## config.mk

```make
export PLATFORM = sky130hd
export DESIGN_NAME = led_bank_scheduler_flat
export DESIGN_NICKNAME = d
export VERILOG_FILES = /design/src/rtl/led_bank_scheduler_pkg.sv /design/src/rtl/led_bank_scheduler_if.sv /design/src/rtl/led_bank_scheduler_tick_prescaler.sv /design/src/rtl/led_bank_scheduler.sv /design/src/flat_wrapper.sv
export SDC_FILE = /design/constraint.sdc
export NUM_CORES = 1
export LEC_CHECK = 0
export CAP_MARGIN = 15
export CORE_UTILIZATION = 53
export CTS_CLUSTER_DIAMETER = 120
export DETAILED_ROUTE_END_ITERATION = 8
export PLACE_DENSITY = 0.8
export SYNTH_ARGS = -nofsm -noshare
export SYNTH_HDL_FRONTEND = slang
export SYNTH_SLANG_ARGS = --single-unit
```

## constraint.sdc

```tcl
create_clock -name clk_12mhz -period 3 [get_ports clk_12mhz]
set_clock_uncertainty 0.15 [all_clocks]
set_input_delay 0.75 -clock clk_12mhz [delete_from_list [all_inputs] [get_ports clk_12mhz]]
set_output_delay 0.75 -clock clk_12mhz [all_outputs]
set_load 0.01 [all_outputs]
```

## src/rtl/led_bank_scheduler_pkg.sv

```systemverilog
// Shared types, sizes and arbitration helpers for the LED bank scheduler.
package led_sched_pkg;

  typedef enum logic [1:0] {
    IDLE = 2'd0,
    HOLD = 2'd1,
    GAP  = 2'd2
  } state_t;

  localparam int NUM_REQ   = 3;
  localparam int LED_WIDTH = 8;
  localparam logic [LED_WIDTH-1:0] LED_OFF = 8'hFF;

  // Advance a requester index by one, wrapping modulo NUM_REQ.
  function automatic logic [1:0] inc_mod3(input logic [1:0] idx);
    return (idx >= 2'd2) ? 2'd0 : idx + 2'd1;
  endfunction

  // Round-robin search: first set request bit starting at 'start', wrapping.
  // Returns 'start' when nothing is requested; callers gate with |req.
  function automatic logic [1:0] next_owner(input logic [NUM_REQ-1:0] req,
                                            input logic [1:0]         start);
    logic [1:0] idx;
    logic [1:0] win;
    logic       found;
    idx   = start;
    win   = start;
    found = 1'b0;
    for (int i = 0; i < NUM_REQ; i++) begin
      win   = (!found && req[idx]) ? idx : win;
      found = found | req[idx];
      idx   = inc_mod3(idx);
    end
    return win;
  endfunction

  // Index to one-hot grant vector.
  function automatic logic [NUM_REQ-1:0] to_onehot(input logic [1:0] idx);
    return 3'b001 << idx;
  endfunction

endpackage

```

## src/rtl/led_bank_scheduler_if.sv

```systemverilog
// Request/pattern/grant bundle between the pattern sources and the scheduler.
interface led_bank_scheduler_if;
  import led_sched_pkg::*;

  logic [NUM_REQ-1:0]                req;
  logic [NUM_REQ-1:0][LED_WIDTH-1:0] pattern;
  logic [NUM_REQ-1:0]                grant;
  logic [LED_WIDTH-1:0]              led;
  logic                              busy;

  modport master (output req, pattern, input grant, led, busy);
  modport slave  (input req, pattern, output grant, led, busy);
endinterface

```

## src/rtl/led_bank_scheduler_tick_prescaler.sv

```systemverilog
// Reloadable down-counter producing the slot time base; tick is the cycle
// in which the count reaches zero, so a reload on state entry makes slot
// and gap lengths exact multiples of PRESCALE.
module tick_prescaler #(
  parameter int PRESCALE = 4
) (
  input  logic clk_12mhz,
  input  logic rst_n,
  input  logic reload,
  output logic tick
);
  localparam int CW = (PRESCALE > 2) ? $clog2(PRESCALE) : 1;
  localparam logic [CW-1:0] RELOAD_VAL = CW'(PRESCALE - 1);

  logic [CW-1:0] cnt_r;

  // Count down, reloading on request or after the zero cycle.
  always_ff @(posedge clk_12mhz or negedge rst_n) begin
    if (!rst_n) begin
      cnt_r <= '0;
    end else if (reload) begin
      cnt_r <= RELOAD_VAL;
    end else if (cnt_r == '0) begin
      cnt_r <= RELOAD_VAL;
    end else begin
      cnt_r <= cnt_r - CW'(1);
    end
  end

  assign tick = (cnt_r == '0);
endmodule

```

## src/rtl/led_bank_scheduler.sv

```systemverilog
// Round-robin time-slicing of one active-low 8-LED bank between three
// pattern sources: each owner holds the bank for HOLD_TICKS, then the bank
// goes dark for GAP_TICKS before the next arbitration.
module led_bank_scheduler
  import led_sched_pkg::*;
#(
  parameter real CLK_FREQUENCY  = 12.0e6,
  parameter real TICK_FREQUENCY = 1.0e3,
  parameter int  HOLD_TICKS     = 500,
  parameter int  GAP_TICKS      = 10
) (
  input  logic                 clk_12mhz,
  input  logic                 rst_n,
  led_bank_scheduler_if.slave  bus
);
  localparam int PRESCALE  = int'(CLK_FREQUENCY / TICK_FREQUENCY);
  localparam int MAX_TICKS = (HOLD_TICKS > GAP_TICKS) ? HOLD_TICKS : GAP_TICKS;
  localparam int TCW       = $clog2(MAX_TICKS + 1);

  state_t               state_r;
  logic [1:0]           owner_r;
  logic [1:0]           rr_ptr_r;
  logic [TCW-1:0]       tick_cnt_r;
  logic [NUM_REQ-1:0]   grant_r;
  logic [LED_WIDTH-1:0] led_r;
  logic                 busy_r;

  state_t     next_state_s;
  logic [1:0] win_s;
  logic       any_req_s;
  logic       hold_done_s;
  logic       gap_done_s;
  logic       release_s;
  logic       reload_s;
  logic       arbitrate_s;
  logic       tick_s;

  tick_prescaler #(.PRESCALE(PRESCALE)) u_prescaler (
    .clk_12mhz (clk_12mhz),
    .rst_n     (rst_n),
    .reload    (reload_s),
    .tick      (tick_s)
  );

  // Next-state decision and arbitration result for the current cycle.
  always_comb begin
    any_req_s    = |bus.req;
    win_s        = next_owner(bus.req, rr_ptr_r);
    hold_done_s  = tick_s && (tick_cnt_r == TCW'(HOLD_TICKS - 1));
    gap_done_s   = tick_s && (tick_cnt_r == TCW'(GAP_TICKS - 1));
    release_s    = !bus.req[owner_r];
    next_state_s = state_r;
    case (state_r)
      IDLE: begin
        if (any_req_s) next_state_s = HOLD;
        else           next_state_s = IDLE;
      end
      HOLD: begin
        // Expiry and release in the same cycle collapse to one transition.
        if (hold_done_s || release_s) next_state_s = GAP;
        else                          next_state_s = HOLD;
      end
      GAP: begin
        if (gap_done_s) next_state_s = any_req_s ? HOLD : IDLE;
        else            next_state_s = GAP;
      end
      default: next_state_s = IDLE;
    endcase
    // Time base restarts on every entry; held in reload while idle.
    reload_s    = (next_state_s != state_r) || (state_r == IDLE);
    arbitrate_s = (state_r != HOLD) && (next_state_s == HOLD);
  end

  // Controller state, ownership and registered LED/grant/busy outputs.
  always_ff @(posedge clk_12mhz or negedge rst_n) begin
    if (!rst_n) begin
      state_r  <= IDLE;
      owner_r  <= 2'd0;
      rr_ptr_r <= 2'd0;
      grant_r  <= 3'b000;
      led_r    <= LED_OFF;
      busy_r   <= 1'b0;
    end else begin
      state_r <= next_state_s;
      case (state_r)
        IDLE, GAP: begin
          if (arbitrate_s) begin
            owner_r <= win_s;
            grant_r <= to_onehot(win_s);
            led_r   <= ~bus.pattern[win_s];
            busy_r  <= 1'b1;
          end else begin
            grant_r <= 3'b000;
            led_r   <= LED_OFF;
            busy_r  <= (next_state_s == GAP);
          end
        end
        HOLD: begin
          if (next_state_s == GAP) begin
            grant_r  <= 3'b000;
            led_r    <= LED_OFF;
            busy_r   <= 1'b1;
            rr_ptr_r <= inc_mod3(owner_r);
          end else begin
            led_r    <= ~bus.pattern[owner_r];
            busy_r   <= 1'b1;
          end
        end
        default: begin
          owner_r  <= 2'd0;
          rr_ptr_r <= 2'd0;
          grant_r  <= 3'b000;
          led_r    <= LED_OFF;
          busy_r   <= 1'b0;
        end
      endcase
    end
  end

  // Ticks elapsed in the current state; cleared on every state entry.
  always_ff @(posedge clk_12mhz or negedge rst_n) begin
    if (!rst_n) begin
      tick_cnt_r <= '0;
    end else if (reload_s) begin
      tick_cnt_r <= '0;
    end else if (tick_s) begin
      tick_cnt_r <= tick_cnt_r + TCW'(1);
    end else begin
      tick_cnt_r <= tick_cnt_r;
    end
  end

  assign bus.grant = grant_r;
  assign bus.led   = led_r;
  assign bus.busy  = busy_r;
endmodule

```

## src/flat_wrapper.sv

```systemverilog
// flat-port wrapper written by rule: the top's interface ports become plain ports
module led_bank_scheduler_flat import led_sched_pkg::*;
#(
  parameter real CLK_FREQUENCY  = 12.0e6,
  parameter real TICK_FREQUENCY = 1.0e3,
  parameter int  HOLD_TICKS     = 500,
  parameter int  GAP_TICKS      = 10
)
  (clk_12mhz, rst_n, bus_req, bus_pattern, bus_grant, bus_led, bus_busy);
  led_bank_scheduler_if bus_i ();
  input  logic clk_12mhz;
  input  logic rst_n;
  input wire logic [$bits(bus_i.req)-1:0] bus_req;
  input wire logic [$bits(bus_i.pattern)-1:0] bus_pattern;
  output wire logic [$bits(bus_i.grant)-1:0] bus_grant;
  output wire logic [$bits(bus_i.led)-1:0] bus_led;
  output wire logic [$bits(bus_i.busy)-1:0] bus_busy;
  assign bus_i.req = bus_req;
  assign bus_i.pattern = bus_pattern;
  assign bus_grant = bus_i.grant;
  assign bus_led = bus_i.led;
  assign bus_busy = bus_i.busy;
  led_bank_scheduler #(.CLK_FREQUENCY(CLK_FREQUENCY), .TICK_FREQUENCY(TICK_FREQUENCY), .HOLD_TICKS(HOLD_TICKS), .GAP_TICKS(GAP_TICKS)) u_core (.clk_12mhz(clk_12mhz), .rst_n(rst_n), .bus(bus_i));
endmodule
```

# Word level (Yosys, flattened, before mapping)
# Cells that the tools add are included.
# classes
order_cmp	8
bitwise_logic	5
n_mux	37
shift	1
eq_ne	10
addsub	5
n_reduce_logical	17
# ops
op	count
8-bit binary-select mux with 2-bit select	2
8-bit 2-to-1 mux	4
14-bit 2-to-1 mux	2
2-bit 2-to-1 mux	9
9-bit 2-to-1 mux	2
8-bit inverter	2
8-bit case mux with 2 select lines	1
2-bit by 3-bit less-than comparator with 1-bit output, second input constant	5
14-bit zero test	1
14-bit by 1-bit subtractor with 14-bit output, second input constant	1
9-bit by 1-bit adder with 9-bit output, second input constant	1
9-bit by 4-bit == test with 1-bit output, second input constant	1
9-bit == test, second input constant	1
1-bit binary-select mux with 2-bit select	4
2-bit case mux with 2 select lines	2
2-bit by 1-bit adder with 2-bit output, second input constant	3
2-bit greater-or-equal comparator, second input constant	3
1-bit 2-to-1 mux	6
3-bit 2-to-1 mux	2
2-bit by 1-bit != test with 1-bit output, second input constant	3
2-bit case mux with 3 select lines	1
3-bit case mux with 2 select lines	1
1-bit logical AND	5
2-bit by 1-bit == test with 1-bit output, second input constant	2
13 further kinds	19
# word_totals
in_bits	29
register_bits	41
elab_cells	91
output_inout_bits	12

# Depth between registers and ports, before layout
# Gate-level depths: netlist of run 1.
# logic_depth
ltp_word	13
mapped_depth	8
mapped_depth_nobuf	7

# Modules after synthesis
# Synthesis of run 1 repeated with hierarchy kept, for this count alone.
# hier_totals
cells_unflattened	261
hier_area_um2	2463.6
# by_module_without_submodules
module	area_each_um2	seq_area_each_um2	n_inst	cells_each
led_bank_scheduler	1712.9	685.7	1	186
tick_prescaler	750.7	350.3	1	75

# Least setup slack after synthesis of run 1
# OpenSTA, ideal clock, no wires.
# synth_path
path_type	register -> register
start	reg u_core.u_prescaler.cnt_r[0]
end	reg u_core.owner_r[0]
n_path_buf	0
path_slack_ps	788
stages_incl_launch_ff	8
arrival_ps	1937
period_less_slack_ps	2212
required_time_ps	2725
cell_sequence	dfrtp_1 inv_1 ha_1 nor4b_4 nand4_4 o21ai_4 nor3b_4 mux2_2
# synth_via
elab_chain_len	9
word_cells_on_any_way	11
cone_classes	2 x eq/ne; 3 x mux; 6 x reduce/logical
# synth_lines
element	line	text
start: declaration	led_bank_scheduler_tick_prescaler.sv:15	logic [CW-1:0] cnt_r;
start signal: assignment	led_bank_scheduler_tick_prescaler.sv:26	cnt_r <= cnt_r - CW'(1);
14-bit zero test *	led_bank_scheduler_tick_prescaler.sv:30	assign tick = (cnt_r == '0);
1-bit logical AND	led_bank_scheduler.sv:49	hold_done_s = tick_s && (tick_cnt_r == TCW'(HOLD_TICKS - 1));
1-bit logical OR	led_bank_scheduler.sv:60	if (hold_done_s || release_s) next_state_s = GAP;
2-bit 2-to-1 mux	led_bank_scheduler.sv:60	
2-bit case mux with 3 select lines *	led_bank_scheduler.sv:53	case (state_r)
2-bit by 1-bit == test with 1-bit output *	led_bank_scheduler.sv:71	arbitrate_s = (state_r != HOLD) && (next_state_s == HOLD);
1-bit logical AND *	led_bank_scheduler.sv:71	
2-bit by 1-bit != test with 1-bit output (no line) *	--	
2-bit AND reduction (no line) *	--	
end signal: assignment	led_bank_scheduler.sv:88	owner_r <= win_s;
end: declaration	led_bank_scheduler.sv:21	logic [1:0] owner_r;
# Every way passes the cells marked *; elsewhere a longest branch is shown, timed or not.
# A chain may end at the register's enable or synchronous reset.

# Worst setup path after layout of run 1
# layout_path
start	reg u_core.owner_r[0]
end	reg u_core.u_prescaler.cnt_r[4]
# layout_via
elab_chain_len	9
# layout_lines
element	line	text
1-bit binary-select mux with 2-bit select	led_bank_scheduler.sv:51	release_s = !bus.req[owner_r];
1-bit 2-to-1 mux (implied by the code)	led_bank_scheduler.sv:51	
1-bit zero test	led_bank_scheduler.sv:51	
1-bit logical OR	led_bank_scheduler.sv:60	
2-bit 2-to-1 mux	led_bank_scheduler.sv:60	
2-bit case mux with 3 select lines	led_bank_scheduler.sv:53	
2-bit != test	led_bank_scheduler.sv:70	reload_s = (next_state_s != state_r) || (state_r == IDLE);
1-bit logical OR	led_bank_scheduler.sv:70	
14-bit 2-to-1 mux	led_bank_scheduler_tick_prescaler.sv:21	end else if (reload) begin
# No other way between the ends. The select of a mux whose other input is x is not followed.

==> metrics.txt, run 1 <==
# TYPE chip_impl_metric gauge
chip_impl_info{name="slowest_stage",value="nor2b_1"} 1
chip_impl_metric{name="grt_antenna_before_repair",unit=""} 0
chip_impl_metric{name="peakVddDrop",unit="V"} 0.000498
chip_impl_metric{name="worst_pin_slew",unit="ns"} 0.912
chip_impl_metric{name="postSynthRegisterBits",unit=""} 41
chip_impl_metric{name="proportion_of_layout_cells_with_a_drive_suffix_above_1",unit=""} 0.130
chip_impl_metric{name="layout-area-overhead-vs-synth",unit="%"} 21.1
chip_impl_info{name="worst_r2r_endpoint",value="u_core.u_prescaler.cnt_r[4]"} 1
chip_impl_metric{name="cp.buffers_inverters",unit=""} 1
chip_impl_metric{name="maxSlewViolCount",unit=""} 0
chip_impl_metric{name="grt-ovfl-total",unit=""} 0
chip_impl_metric{name="synth_warnings",unit=""} 0
chip_impl_metric{name="finalHoldViolations",unit=""} 0
chip_impl_metric{name="htree_num_levels",unit=""} 2
chip_impl_metric{name="syn_avg_cell_area",unit="um2"} 10.1
chip_impl_metric{name="post_layout_util",unit=""} 0.675
chip_impl_metric{name="track_usage",unit=""} 0.225
chip_impl_metric{name="p_total",unit="mW"} 2.03
chip_impl_metric{name="cp_num_cells",unit=""} 6
chip_impl_metric{name="die_area",unit="um2"} 4920
chip_impl_info{name="timing.critical_path.cells",value="nor2b_1, a2bb2oi_1, a211oi_2, buf_4, o21bai_1, nand3_1"} 1
chip_impl_metric{name="wl_per_cell",unit="um"} 15.2
chip_impl_metric{name="tns",unit="ns"} 0
chip_impl_metric{name="critical_path_arrival",unit="ns"} 2.52
chip_impl_metric{name="post_cts_resized",unit=""} 0
chip_impl_metric{name="layout.nets",unit=""} 315
chip_impl_info{name="timing.rr.start",value="u_core.owner_r[0]"} 1
chip_impl_metric{name="cp.required",unit="ns"} 3.02
chip_impl_metric{name="hold_buffer_count_at_cts",unit=""} 0
chip_impl_metric{name="share_of_synthesized_area_occupied_by_flip_flops_and_latches",unit=""} 0.421
chip_impl_metric{name="critical_path.max_stage_delay",unit="ns"} 0.62
chip_impl_metric{name="clock_latency_reported_for_the_late_side_of_the_worst_skew_pair",unit="ns"} 0.29
chip_impl_info{name="dominantRegCellSynth",value="dfrtp_1"} 1
chip_impl_info{name="critical_path.startpoint",value="u_core.owner_r[0]"} 1
chip_impl_info{name="critPathCaptureType",value="flip-flop"} 1
chip_impl_metric{name="setup.reg_to_reg.worst_slack",unit="ns"} 0.50
chip_impl_metric{name="post_synth_instance_area",unit="um2"} 2460
chip_impl_metric{name="synthArstFlopShare",unit=""} 1.00
chip_impl_metric{name="ff2ff_path_depth",unit=""} 6
chip_impl_metric{name="fp.dieH",unit="um"} 70.1
chip_impl_metric{name="row_count",unit=""} 24
chip_impl_info{name="timing.critical_path.max_delay_family",value="simple AND/OR/NAND/NOR gates"} 1
chip_impl_metric{name="max-cap-violations",unit=""} 0
chip_impl_info{name="cp-endpoint",value="u_core.u_prescaler.cnt_r[4]"} 1
chip_impl_metric{name="place_inst",unit=""} 328
chip_impl_info{name="cts_root_buf",value="clkbuf_8"} 1
chip_impl_metric{name="cts.clk_slew.worst_paths",unit="ns"} 0.08
chip_impl_info{name="timing.critical_path.from_type",value="flip-flop"} 1
chip_impl_metric{name="number_of_enable_flip_flop_cells_after_synthesis",unit=""} 0
chip_impl_metric{name="grt_max_degree",unit=""} 42
chip_impl_info{name="critical_path_class",value="reg -> reg"} 1
chip_impl_metric{name="num_vias",unit=""} 1974
chip_impl_metric{name="slew-limit-headroom",unit=""} 0.392
chip_impl_info{name="layout.cells.most_common_list",value="clkdlybuf4s50_1 (39), dfrtp_1 (33), nand2_1 (25), mux2i_1 (19), nor2_1 (16)"} 1
chip_impl_metric{name="maxClockFrequency",unit="GHz"} 0.400
chip_impl_metric{name="gp_congestion",unit=""} 0.764
chip_impl_metric{name="clockBufferDepth",unit=""} 2
chip_impl_metric{name="drt_iter0_drc",unit=""} 129
chip_impl_metric{name="floorplan.initialDensity",unit=""} 0.557
chip_impl_metric{name="final_antenna_net_count",unit=""} 0
chip_impl_metric{name="synthDistinctLibCells",unit=""} 54
chip_impl_metric{name="cts_setup_buffers",unit=""} 0
chip_impl_info{name="worstHoldPathType",value="reg -> reg"} 1
chip_impl_metric{name="tritoncts.num_buffers",unit=""} 5
chip_impl_metric{name="detailed_placer_s_ending_hpwl",unit="um"} 3560
chip_impl_metric{name="worstPathMaxFanout",unit=""} 13
chip_impl_metric{name="fp.coreArea",unit="um2"} 4410
chip_impl_metric{name="portBuffers",unit=""} 40
chip_impl_metric{name="synth_nets",unit=""} 276
chip_impl_metric{name="detailed_router_iteration_count_before_antenna_repair",unit=""} 6
chip_impl_metric{name="first_global_vias",unit=""} 1868
chip_impl_metric{name="finalSetupViolations",unit=""} 0
chip_impl_metric{name="n_antenna_cell",unit=""} 0
chip_impl_metric{name="clkSinkCount",unit=""} 41
chip_impl_info{name="tritoncts",value="built"} 1
chip_impl_metric{name="drt-total-wl",unit="um"} 5120
chip_impl_metric{name="num_io_pins",unit=""} 41
chip_impl_metric{name="die_w",unit="um"} 70.1
chip_impl_info{name="layout_commonest_cell",value="clkdlybuf4s50_1"} 1
chip_impl_metric{name="power_leakage",unit="nW"} 1.14
chip_impl_metric{name="detail_route.drc_violations",unit=""} 0
chip_impl_metric{name="netlist_instances",unit=""} 244
chip_impl_metric{name="layout_worst_path_cycle_share",unit=""} 0.833
chip_impl_metric{name="grt_pass1_wl",unit="um"} 8740
chip_impl_metric{name="power.density",unit="nW/um2"} 682
chip_impl_info{name="rsz_0062_raised_after_global_routing",value="false"} 1
chip_impl_metric{name="stdcell_count",unit=""} 336
chip_impl_metric{name="final.min_clock_period",unit="ns"} 2.50
chip_impl_metric{name="via_per_inst",unit=""} 5.88
chip_impl_info{name="run_status",value="finished clean"} 1
[worst min path at each step]
stage | from | depth (start not counted) | endpoint | slack [ns]
final | u_core.u_prescaler.cnt_r[0] | 1 | u_core.u_prescaler.cnt_r[0] | 0.30
after global routing | u_core.u_prescaler.cnt_r[0] | 1 | u_core.u_prescaler.cnt_r[0] | 0.32
after CTS | u_core.u_prescaler.cnt_r[0] | 1 | u_core.u_prescaler.cnt_r[0] | 0.31
after detailed placement | u_core.u_prescaler.cnt_r[0] | 1 | u_core.u_prescaler.cnt_r[0] | 0.30
after global placement | u_core.u_prescaler.cnt_r[0] | 1 | u_core.u_prescaler.cnt_r[0] | 0.29
after floorplan | u_core.u_prescaler.cnt_r[0] | 1 | u_core.u_prescaler.cnt_r[0] | 0.27
[cell families (layout without fill, tap and decap cells)]
family                   count (synthesis)  in the layout  share of synthesized area
XOR/XNOR                                15             15                     0.0534
flip-flops                              41             41                      0.421
adder cells (fa/ha/maj)                  3              3                     0.0153
multiplexers                            21             21                     0.0865
AO/OA/AOI/OAI                           50             50                      0.151
buffers and inverters                   19             59                     0.0331
AND/OR/NAND/NOR                         95             95                      0.239
[registers in the layout, indices dropped and copies added, names as in the netlist]
register / cells
u_core.bus.led: 8
u_core.tick_cnt_r: 9
u_core.rr_ptr_r: 2
u_core.owner_r: 2
u_core.bus.grant: 3
u_core.state_r: 2
u_core.u_prescaler.cnt_r: 14
u_core.bus.busy: 1
[power breakdown]
group / leakage, nW / switching (mW) / internal [mW]
Sequential: 0.476 / 0.119 / 0.679
Combinational: 0.620 / 0.437 / 0.438
Clock: 0.0395 / 0.192 / 0.166
Total: 1.14 / 0.748 / 1.28
[Yosys cell counts, drive strengths merged (3+ instances only)]
| library cell | number | area, um2 |
|---|---|---|
| nand4 | 6 | 52.6 |
| dfrtp | 33 | 826 |
| nand3 | 4 | 20.0 |
| o2bb2ai | 8 | 70.1 |
| xnor2 | 13 | 114 |
| nor3b | 3 | 33.8 |
| buf | 5 | 28.8 |
| nand2 | 25 | 93.8 |
| o21ai | 12 | 71.3 |
| nand2b | 4 | 25.0 |
| dfstp | 8 | 210 |
| ha | 3 | 37.5 |
| inv | 6 | 22.5 |
| a21oi | 3 | 15.0 |
| clkbuf | 8 | 30.0 |
| nor4b | 4 | 50.1 |
| o22ai | 3 | 18.8 |
| nor2b | 6 | 37.5 |
| nor4 | 4 | 55.1 |
| nor3 | 7 | 40.0 |
| mux2i | 19 | 190 |
| a22o | 3 | 26.3 |
| nor2 | 16 | 60.1 |
| or4 | 3 | 23.8 |
| or2 | 3 | 18.8 |
| a22oi | 9 | 67.6 |
[metrics by stage]
stage	setup WS (ns)	cell area [um2]	hold slack, ns
after global routing	0.335	2980	0.324
final	0.501	2980	0.300
after global placement	0.358	2900	0.287
after detailed placement	0.334	2900	0.297
after CTS	0.478	2980	0.308
after floorplan	0.788	2460	0.270
[cell type report]
class | instances | area (um2)
timing repair buffer | 45 | 433
clock buffer | 8 | 80.1
multi-input combinational | 184 | 1340
inverter | 6 | 22.5
fill | 343 | 1440
tap | 52 | 65.1
sequential | 41 | 1040
[per-layer routing]
layer | global-route usage | wire length, um | vias to the layer above
met4 | 0.0667 | 61 | 0
met5 | 0 | 0 | -
met3 | 0.0519 | 256 | 5
li1 | - | - | 963
met1 | 0.306 | 2360 | 946
met2 | 0.357 | 2440 | 60
(Power assumes the default switching activity.)
==> inputs of run 2 (changes only) <==
- clock period: 3 -> 2.5 ns (I/O delays scaled with it)
==> run 2 against run 1 <==
  * Die area unchanged
  * Global-route usage up 0.63 points
  * Worst setup slack worse by 0.28 ns
  * Clock power up 20%
  * Sequential share of layout area down 0.63 points
  * Critical endpoint is now u_core.owner_r[0]
  * Largest power group unchanged
  * Total power up 22%
  * Sequential cell count unchanged
  * Critical path type unchanged
  * Non-clock buffer count up 7
  * Sequential power up 18%
==> metrics.txt, run 2 (same netlist as run 1, synthesis figures left out) <==
# TYPE chip_impl_metric gauge
chip_impl_metric{name="track_usage",unit=""} 0.231
chip_impl_metric{name="tritoncts.num_buffers",unit=""} 5
chip_impl_info{name="critical_path_class",value="reg -> reg"} 1
chip_impl_metric{name="fp.dieH",unit="um"} 70.1
chip_impl_metric{name="portBuffers",unit=""} 40
chip_impl_metric{name="peakVddDrop",unit="V"} 0.000572
chip_impl_info{name="worst_r2r_endpoint",value="u_core.owner_r[0]"} 1
chip_impl_metric{name="proportion_of_layout_cells_with_a_drive_suffix_above_1",unit=""} 0.158
chip_impl_metric{name="first_global_vias",unit=""} 1984
chip_impl_metric{name="p_total",unit="mW"} 2.49
chip_impl_info{name="run_status",value="finished clean"} 1
chip_impl_metric{name="floorplan.initialDensity",unit=""} 0.557
chip_impl_info{name="timing.critical_path.from_type",value="flip-flop"} 1
chip_impl_metric{name="clkSinkCount",unit=""} 41
chip_impl_metric{name="power_leakage",unit="nW"} 1.17
chip_impl_metric{name="cts.clk_slew.worst_paths",unit="ns"} 0.08
chip_impl_metric{name="maxClockFrequency",unit="GHz"} 0.439
chip_impl_metric{name="maxSlewViolCount",unit=""} 0
chip_impl_info{name="layout_commonest_cell",value="clkdlybuf4s50_1"} 1
chip_impl_metric{name="critical_path_arrival",unit="ns"} 2.32
chip_impl_metric{name="fp.coreArea",unit="um2"} 4410
chip_impl_metric{name="critical_path.max_stage_delay",unit="ns"} 0.40
chip_impl_metric{name="grt_pass1_wl",unit="um"} 9040
chip_impl_metric{name="stdcell_count",unit=""} 343
chip_impl_metric{name="htree_num_levels",unit=""} 2
chip_impl_metric{name="detailed_router_iteration_count_before_antenna_repair",unit=""} 4
chip_impl_metric{name="row_count",unit=""} 24
chip_impl_metric{name="cts_setup_buffers",unit=""} 0
chip_impl_info{name="critPathCaptureType",value="flip-flop"} 1
chip_impl_metric{name="post_layout_util",unit=""} 0.687
chip_impl_metric{name="layout-area-overhead-vs-synth",unit="%"} 23.4
chip_impl_metric{name="cp.buffers_inverters",unit=""} 1
chip_impl_info{name="layout.cells.most_common_list",value="clkdlybuf4s50_1 (39), dfrtp_1 (33), nand2_1 (25), mux2i_1 (19), nor2_1 (16)"} 1
chip_impl_metric{name="final.min_clock_period",unit="ns"} 2.28
chip_impl_metric{name="largest_register_ff_count",unit=""} 14
chip_impl_metric{name="grt_antenna_before_repair",unit=""} 0
chip_impl_metric{name="layout_setup_ws",unit="ns"} 0.223
chip_impl_info{name="critical_path.startpoint",value="u_core.u_prescaler.cnt_r[0]"} 1
chip_impl_metric{name="detailedPlace.worstSlack",unit="ns"} -0.0441
chip_impl_info{name="timing.rr.start",value="u_core.u_prescaler.cnt_r[0]"} 1
chip_impl_metric{name="layout.nets",unit=""} 322
chip_impl_metric{name="cp.required",unit="ns"} 2.54
chip_impl_info{name="rsz_0062_raised_after_global_routing",value="false"} 1
chip_impl_info{name="slowest_stage",value="dfrtp_1"} 1
chip_impl_metric{name="finalHoldViolations",unit=""} 0
chip_impl_metric{name="num_vias",unit=""} 1940
chip_impl_metric{name="num_io_pins",unit=""} 41
chip_impl_metric{name="drt-total-wl",unit="um"} 4990
chip_impl_metric{name="worst_pin_slew",unit="ns"} 0.710
chip_impl_info{name="cp-endpoint",value="u_core.owner_r[0]"} 1
chip_impl_metric{name="max-cap-violations",unit=""} 0
chip_impl_info{name="timing.critical_path.cells",value="inv_1, ha_1, nor4b_4, nand4_4, o21ai_4, nor3b_4, mux2_2"} 1
chip_impl_metric{name="detail_route.drc_violations",unit=""} 0
chip_impl_metric{name="cp_num_cells",unit=""} 7
chip_impl_metric{name="post_cts_resized",unit=""} 0
chip_impl_metric{name="clockBufferDepth",unit=""} 2
chip_impl_metric{name="hold_buffer_count_at_cts",unit=""} 0
chip_impl_metric{name="n_antenna_cell",unit=""} 0
chip_impl_metric{name="fillerInstances",unit=""} 356
chip_impl_metric{name="multi_input_area",unit="um2"} 1340
chip_impl_metric{name="detailed_placer_s_ending_hpwl",unit="um"} 3580
chip_impl_info{name="cts_root_buf",value="clkbuf_8"} 1
chip_impl_metric{name="grt-ovfl-total",unit=""} 0
chip_impl_metric{name="layout_worst_path_cycle_share",unit=""} 0.911
chip_impl_metric{name="worstPathMaxFanout",unit=""} 5
chip_impl_metric{name="place_inst",unit=""} 335
chip_impl_info{name="timing.critical_path.max_delay_family",value="simple AND/OR/NAND/NOR gates"} 1
chip_impl_metric{name="finalSetupViolations",unit=""} 0
chip_impl_info{name="tritoncts",value="built"} 1
chip_impl_info{name="worstHoldPathType",value="in -> async"} 1
chip_impl_metric{name="area_of_all_sequential_standard_cells",unit="um2"} 1040
chip_impl_metric{name="slew-limit-headroom",unit=""} 0.525
chip_impl_metric{name="gp_congestion",unit=""} 0.812
chip_impl_metric{name="final_antenna_net_count",unit=""} 0
chip_impl_metric{name="wl_per_cell",unit="um"} 14.5
chip_impl_info{name="regMostFlops",value="u_core.u_prescaler.cnt_r"} 1
chip_impl_metric{name="clock_latency_reported_for_the_late_side_of_the_worst_skew_pair",unit="ns"} 0.30
chip_impl_metric{name="grt_max_degree",unit=""} 42
chip_impl_metric{name="power.density",unit="nW/um2"} 819
chip_impl_metric{name="drt_iter0_drc",unit=""} 174
chip_impl_metric{name="via_per_inst",unit=""} 5.66
chip_impl_metric{name="die_w",unit="um"} 70.1
chip_impl_metric{name="setup.reg_to_reg.worst_slack",unit="ns"} 0.22
chip_impl_metric{name="ff2ff_path_depth",unit=""} 7
chip_impl_metric{name="die_area",unit="um2"} 4920
==> run 2: final cells by class <==
| cell class | instances | area share |
|---|---|---|
| multi-input combinational | 184 | 0.442 |
| sequential | 41 | 0.342 |
| timing repair buffer | 52 | 0.160 |
| clock buffer | 6 | 0.0239 |
| tap | 52 | 0.0215 |
| inverter | 6 | 0.00743 |
| clock inverter | 2 | 0.00330 |
==> run 2: power breakdown <==
part	switching [mW]	total (mW)	internal (mW)	leakage [nW]
Sequential	0.129	0.945	0.816	0.476
Combinational	0.548	1.11	0.565	0.654
Clock	0.234	0.427	0.194	0.0450
Total	0.910	2.49	1.57	1.17
==> run 2: through the flow <==
stage,hold WS (ns),instance area [um2],setup TNS [ns]
detailed placement,0.294,2950,-0.325
CTS,0.243,3030,0
global placement,0.285,2950,0
floorplan,0.179,2460,0
global route,0.280,3030,0
finish,0.228,3030,0
==> run 2: how the worst min path moves through the flow <==
stage	slack (ns)	start	cells past startpoint	to
after floorplan	0.18	rst_n	0	u_core.bus.busy
final	0.23	rst_n	2	u_core.tick_cnt_r[6]
after CTS	0.24	rst_n	2	u_core.tick_cnt_r[0]
after global routing	0.28	rst_n	2	u_core.tick_cnt_r[0]
after detailed placement	0.29	u_core.u_prescaler.cnt_r[0]	1	u_core.u_prescaler.cnt_r[0]
after global placement	0.29	u_core.u_prescaler.cnt_r[0]	1	u_core.u_prescaler.cnt_r[0]
==> run 2: routing by layer <==
layer	GRT usage	up-vias	wire [um]
met5	0	-	0
met4	0.0822	0	63
met3	0.0592	6	200
met2	0.364	44	2330
met1	0.308	914	2400
li1	-	976	-
==> run 2: worst register-to-register path: stages (launching register included) <==
cell and delay [ns]:
dfrtp_1 0.40, inv_1 0.06, ha_1 0.22, nor4b_4 0.36
nand4_4 0.16, o21ai_4 0.16, nor3b_4 0.30, mux2_2 0.37
==> inputs of run 3 (changes only) <==
- CORE_UTILIZATION: 53 -> 42
- GPL_ROUTABILITY_DRIVEN: unset -> 0
- PLACE_DENSITY: 0.8 -> 0.65
- clock period: 2.5 -> 2.6 ns (I/O delays scaled with it)
==> run 3 against run 2 <==
  * Clock power rose by 20%
  * Final cell count grew 5.0%
  * Critical path depth is 1 lower
  * Wire length up 8.3%
  * Register-to-register slack better by 0.14 ns
  * Die area grew 25%
  * First-iteration DRC count fell by 42%
  * Global-route usage decreased by 3.6 points
  * Largest cell class unchanged
  * Critical endpoint is now u_core.bus.led[6]
  * Highest routed layer unchanged
  * Non-clock buffer count fell by 3
  * Total power shrank 0.56%
  * Worst setup slack improved by 0.10 ns
  * Clock-buffer cell count unchanged
==> metrics.txt, run 3 (same netlist as run 1, synthesis figures left out) <==
# TYPE chip_impl_metric gauge
chip_impl_metric{name="n_antenna_cell",unit=""} 0
chip_impl_metric{name="cts_setup_buffers",unit=""} 0
chip_impl_metric{name="maxClockFrequency",unit="GHz"} 0.440
chip_impl_metric{name="grt-ovfl-total",unit=""} 0
chip_impl_metric{name="slew-limit-headroom",unit=""} 0.544
chip_impl_metric{name="num_io_pins",unit=""} 41
chip_impl_metric{name="worst_pin_slew",unit="ns"} 0.682
chip_impl_metric{name="layout_worst_path_cycle_share",unit=""} 0.874
chip_impl_info{name="timing.critical_path.cells",value="clkdlybuf4s50_1, nor2b_1, a221o_1, nor2b_1, o2bb2ai_1, a22oi_1"} 1
chip_impl_metric{name="floorplan.initialDensity",unit=""} 0.441
chip_impl_metric{name="drt_iter0_drc",unit=""} 101
chip_impl_metric{name="drt-total-wl",unit="um"} 5400
chip_impl_metric{name="final_antenna_net_count",unit=""} 0
chip_impl_info{name="cp_common_cell",value="nor2b_1"} 1
chip_impl_metric{name="hold_slack",unit="ns"} 0.254
chip_impl_metric{name="wl_per_cell",unit="um"} 15.0
chip_impl_info{name="regMostFlops",value="u_core.u_prescaler.cnt_r"} 1
chip_impl_metric{name="fp.coreArea",unit="um2"} 5570
chip_impl_metric{name="critical_path_arrival",unit="ns"} 2.34
chip_impl_metric{name="clock_latency_reported_for_the_late_side_of_the_worst_skew_pair",unit="ns"} 0.30
chip_impl_info{name="critical_path_class",value="in -> reg"} 1
chip_impl_metric{name="grt_pass1_wl",unit="um"} 9170
chip_impl_metric{name="layout.nets",unit=""} 319
chip_impl_info{name="worstHoldPathType",value="in -> async"} 1
chip_impl_metric{name="detail_route.drc_violations",unit=""} 0
chip_impl_info{name="timing.critical_path.from_type",value="input port"} 1
chip_impl_metric{name="die_area",unit="um2"} 6160
chip_impl_info{name="rsz_0062_raised_after_global_routing",value="false"} 1
chip_impl_metric{name="grt_antenna_before_repair",unit=""} 0
chip_impl_metric{name="critical_path.max_stage_delay",unit="ns"} 0.56
chip_impl_metric{name="post_cts_resized",unit=""} 0
chip_impl_metric{name="p_total",unit="mW"} 2.47
chip_impl_info{name="layout.cells.most_common_list",value="clkdlybuf4s50_1 (39), dfrtp_1 (33), nand2_1 (25), mux2i_1 (19), nor2_1 (16)"} 1
chip_impl_metric{name="detailedPlace.worstSlack",unit="ns"} -0.0164
chip_impl_metric{name="worstPathMaxFanout",unit=""} 9
chip_impl_metric{name="detailed_placer_s_ending_hpwl",unit="um"} 3820
chip_impl_metric{name="final.min_clock_period",unit="ns"} 2.27
chip_impl_info{name="run_status",value="finished clean"} 1
chip_impl_info{name="tritoncts",value="built"} 1
chip_impl_metric{name="first_global_vias",unit=""} 1884
chip_impl_metric{name="portBuffers",unit=""} 40
chip_impl_metric{name="fp.dieH",unit="um"} 78.5
chip_impl_metric{name="power_leakage",unit="nW"} 1.17
chip_impl_metric{name="layout_setup_ws",unit="ns"} 0.327
chip_impl_info{name="slowest_stage",value="nor2b_1"} 1
chip_impl_metric{name="cp.required",unit="ns"} 2.67
chip_impl_metric{name="hold_buffer_count_at_cts",unit=""} 0
chip_impl_metric{name="ff2ff_path_depth",unit=""} 7
chip_impl_metric{name="max-cap-violations",unit=""} 0
chip_impl_metric{name="proportion_of_layout_cells_with_a_drive_suffix_above_1",unit=""} 0.149
chip_impl_metric{name="row_count",unit=""} 27
chip_impl_metric{name="track_usage",unit=""} 0.195
chip_impl_metric{name="tritoncts.num_buffers",unit=""} 5
chip_impl_metric{name="cts.clk_slew.worst_paths",unit="ns"} 0.08
chip_impl_info{name="layout_commonest_cell",value="clkdlybuf4s50_1"} 1
chip_impl_metric{name="tns",unit="ns"} 0
chip_impl_metric{name="finalHoldViolations",unit=""} 0
chip_impl_metric{name="detailed_router_iteration_count_before_antenna_repair",unit=""} 4
chip_impl_metric{name="die_w",unit="um"} 78.5
chip_impl_metric{name="maxSlewViolCount",unit=""} 0
chip_impl_metric{name="htree_num_levels",unit=""} 2
chip_impl_metric{name="placed_cell_area",unit="um2"} 2950
chip_impl_metric{name="layout-area-overhead-vs-synth",unit="%"} 24.5
chip_impl_metric{name="via_per_inst",unit=""} 5.46
chip_impl_metric{name="clkSinkCount",unit=""} 41
chip_impl_metric{name="peakVddDrop",unit="V"} 0.000382
chip_impl_metric{name="finalSetupViolations",unit=""} 0
chip_impl_metric{name="power.density",unit="nW/um2"} 807
chip_impl_metric{name="num_vias",unit=""} 1965
chip_impl_metric{name="final_area",unit="um2"} 3060
chip_impl_metric{name="grt_max_degree",unit=""} 42
chip_impl_info{name="critPathCaptureType",value="flip-flop"} 1
chip_impl_metric{name="largest_register_ff_count",unit=""} 14
chip_impl_info{name="cts_root_buf",value="clkbuf_8"} 1
chip_impl_metric{name="clockBufferDepth",unit=""} 2
run 3: area by class of cell:
cell class / instances / area [um2]
timing repair buffer: 49 / 463
fill: 523 / 2510
clock inverter: 2 / 33.8
sequential: 41 / 1040
clock buffer: 6 / 72.6
inverter: 6 / 22.5
tap: 72 / 90.1
multi-input combinational: 184 / 1340
run 3: worst max-delay path: cells and delay by family:
kind | cells | cell delay [ns]
AOI/OAI and AO/OA | 3 | 0.43
buffers and inverters | 1 | 0.53
and+or+nand+nor | 2 | 0.72
run 3: where the power goes:
group          total [mW]  switching, mW  internal (mW)
registers           0.933          0.149          0.784
logic                1.02          0.508          0.517
clock network       0.513          0.229          0.284
total                2.47          0.886           1.58
run 3: path summary, 6_finish.rpt:
check	start	to	slack, ns
worst max-delay path	bus_req[1]	u_core.bus.led[6]	0.33
worst min register to register	u_core.u_prescaler.cnt_r[0]	u_core.u_prescaler.cnt_r[0]	0.34
min in group clk_12mhz	u_core.u_prescaler.cnt_r[0]	u_core.u_prescaler.cnt_r[0]	0.34
worst max register to register	u_core.u_prescaler.cnt_r[0]	u_core.state_r[0]	0.36
max in group asynchronous	rst_n	u_core.bus.led[1]	1.66
worst min-delay path	rst_n	u_core.rr_ptr_r[1]	0.25
run 3: routing by layer:
metal | track usage | routed length, um | up-vias
met1 | 0.256 | 2510 | 948
met3 | 0.0384 | 157 | 5
li1 | - | - | 972
met4 | 0.0685 | 80 | 0
met2 | 0.317 | 2650 | 40
met5 | 0 | 0 | -
run 3: stage by stage:
| step | util | std cells |
|---|---|---|
| 2_1_floorplan | - | 244 |
| 3_3_place_gp | 0.530 | 352 |
| 3_5_place_dp | 0.530 | 352 |
| 4_1_cts | 0.549 | 360 |
| 5_1_grt | 0.549 | 360 |
| 6_report | 0.549 | 360 |
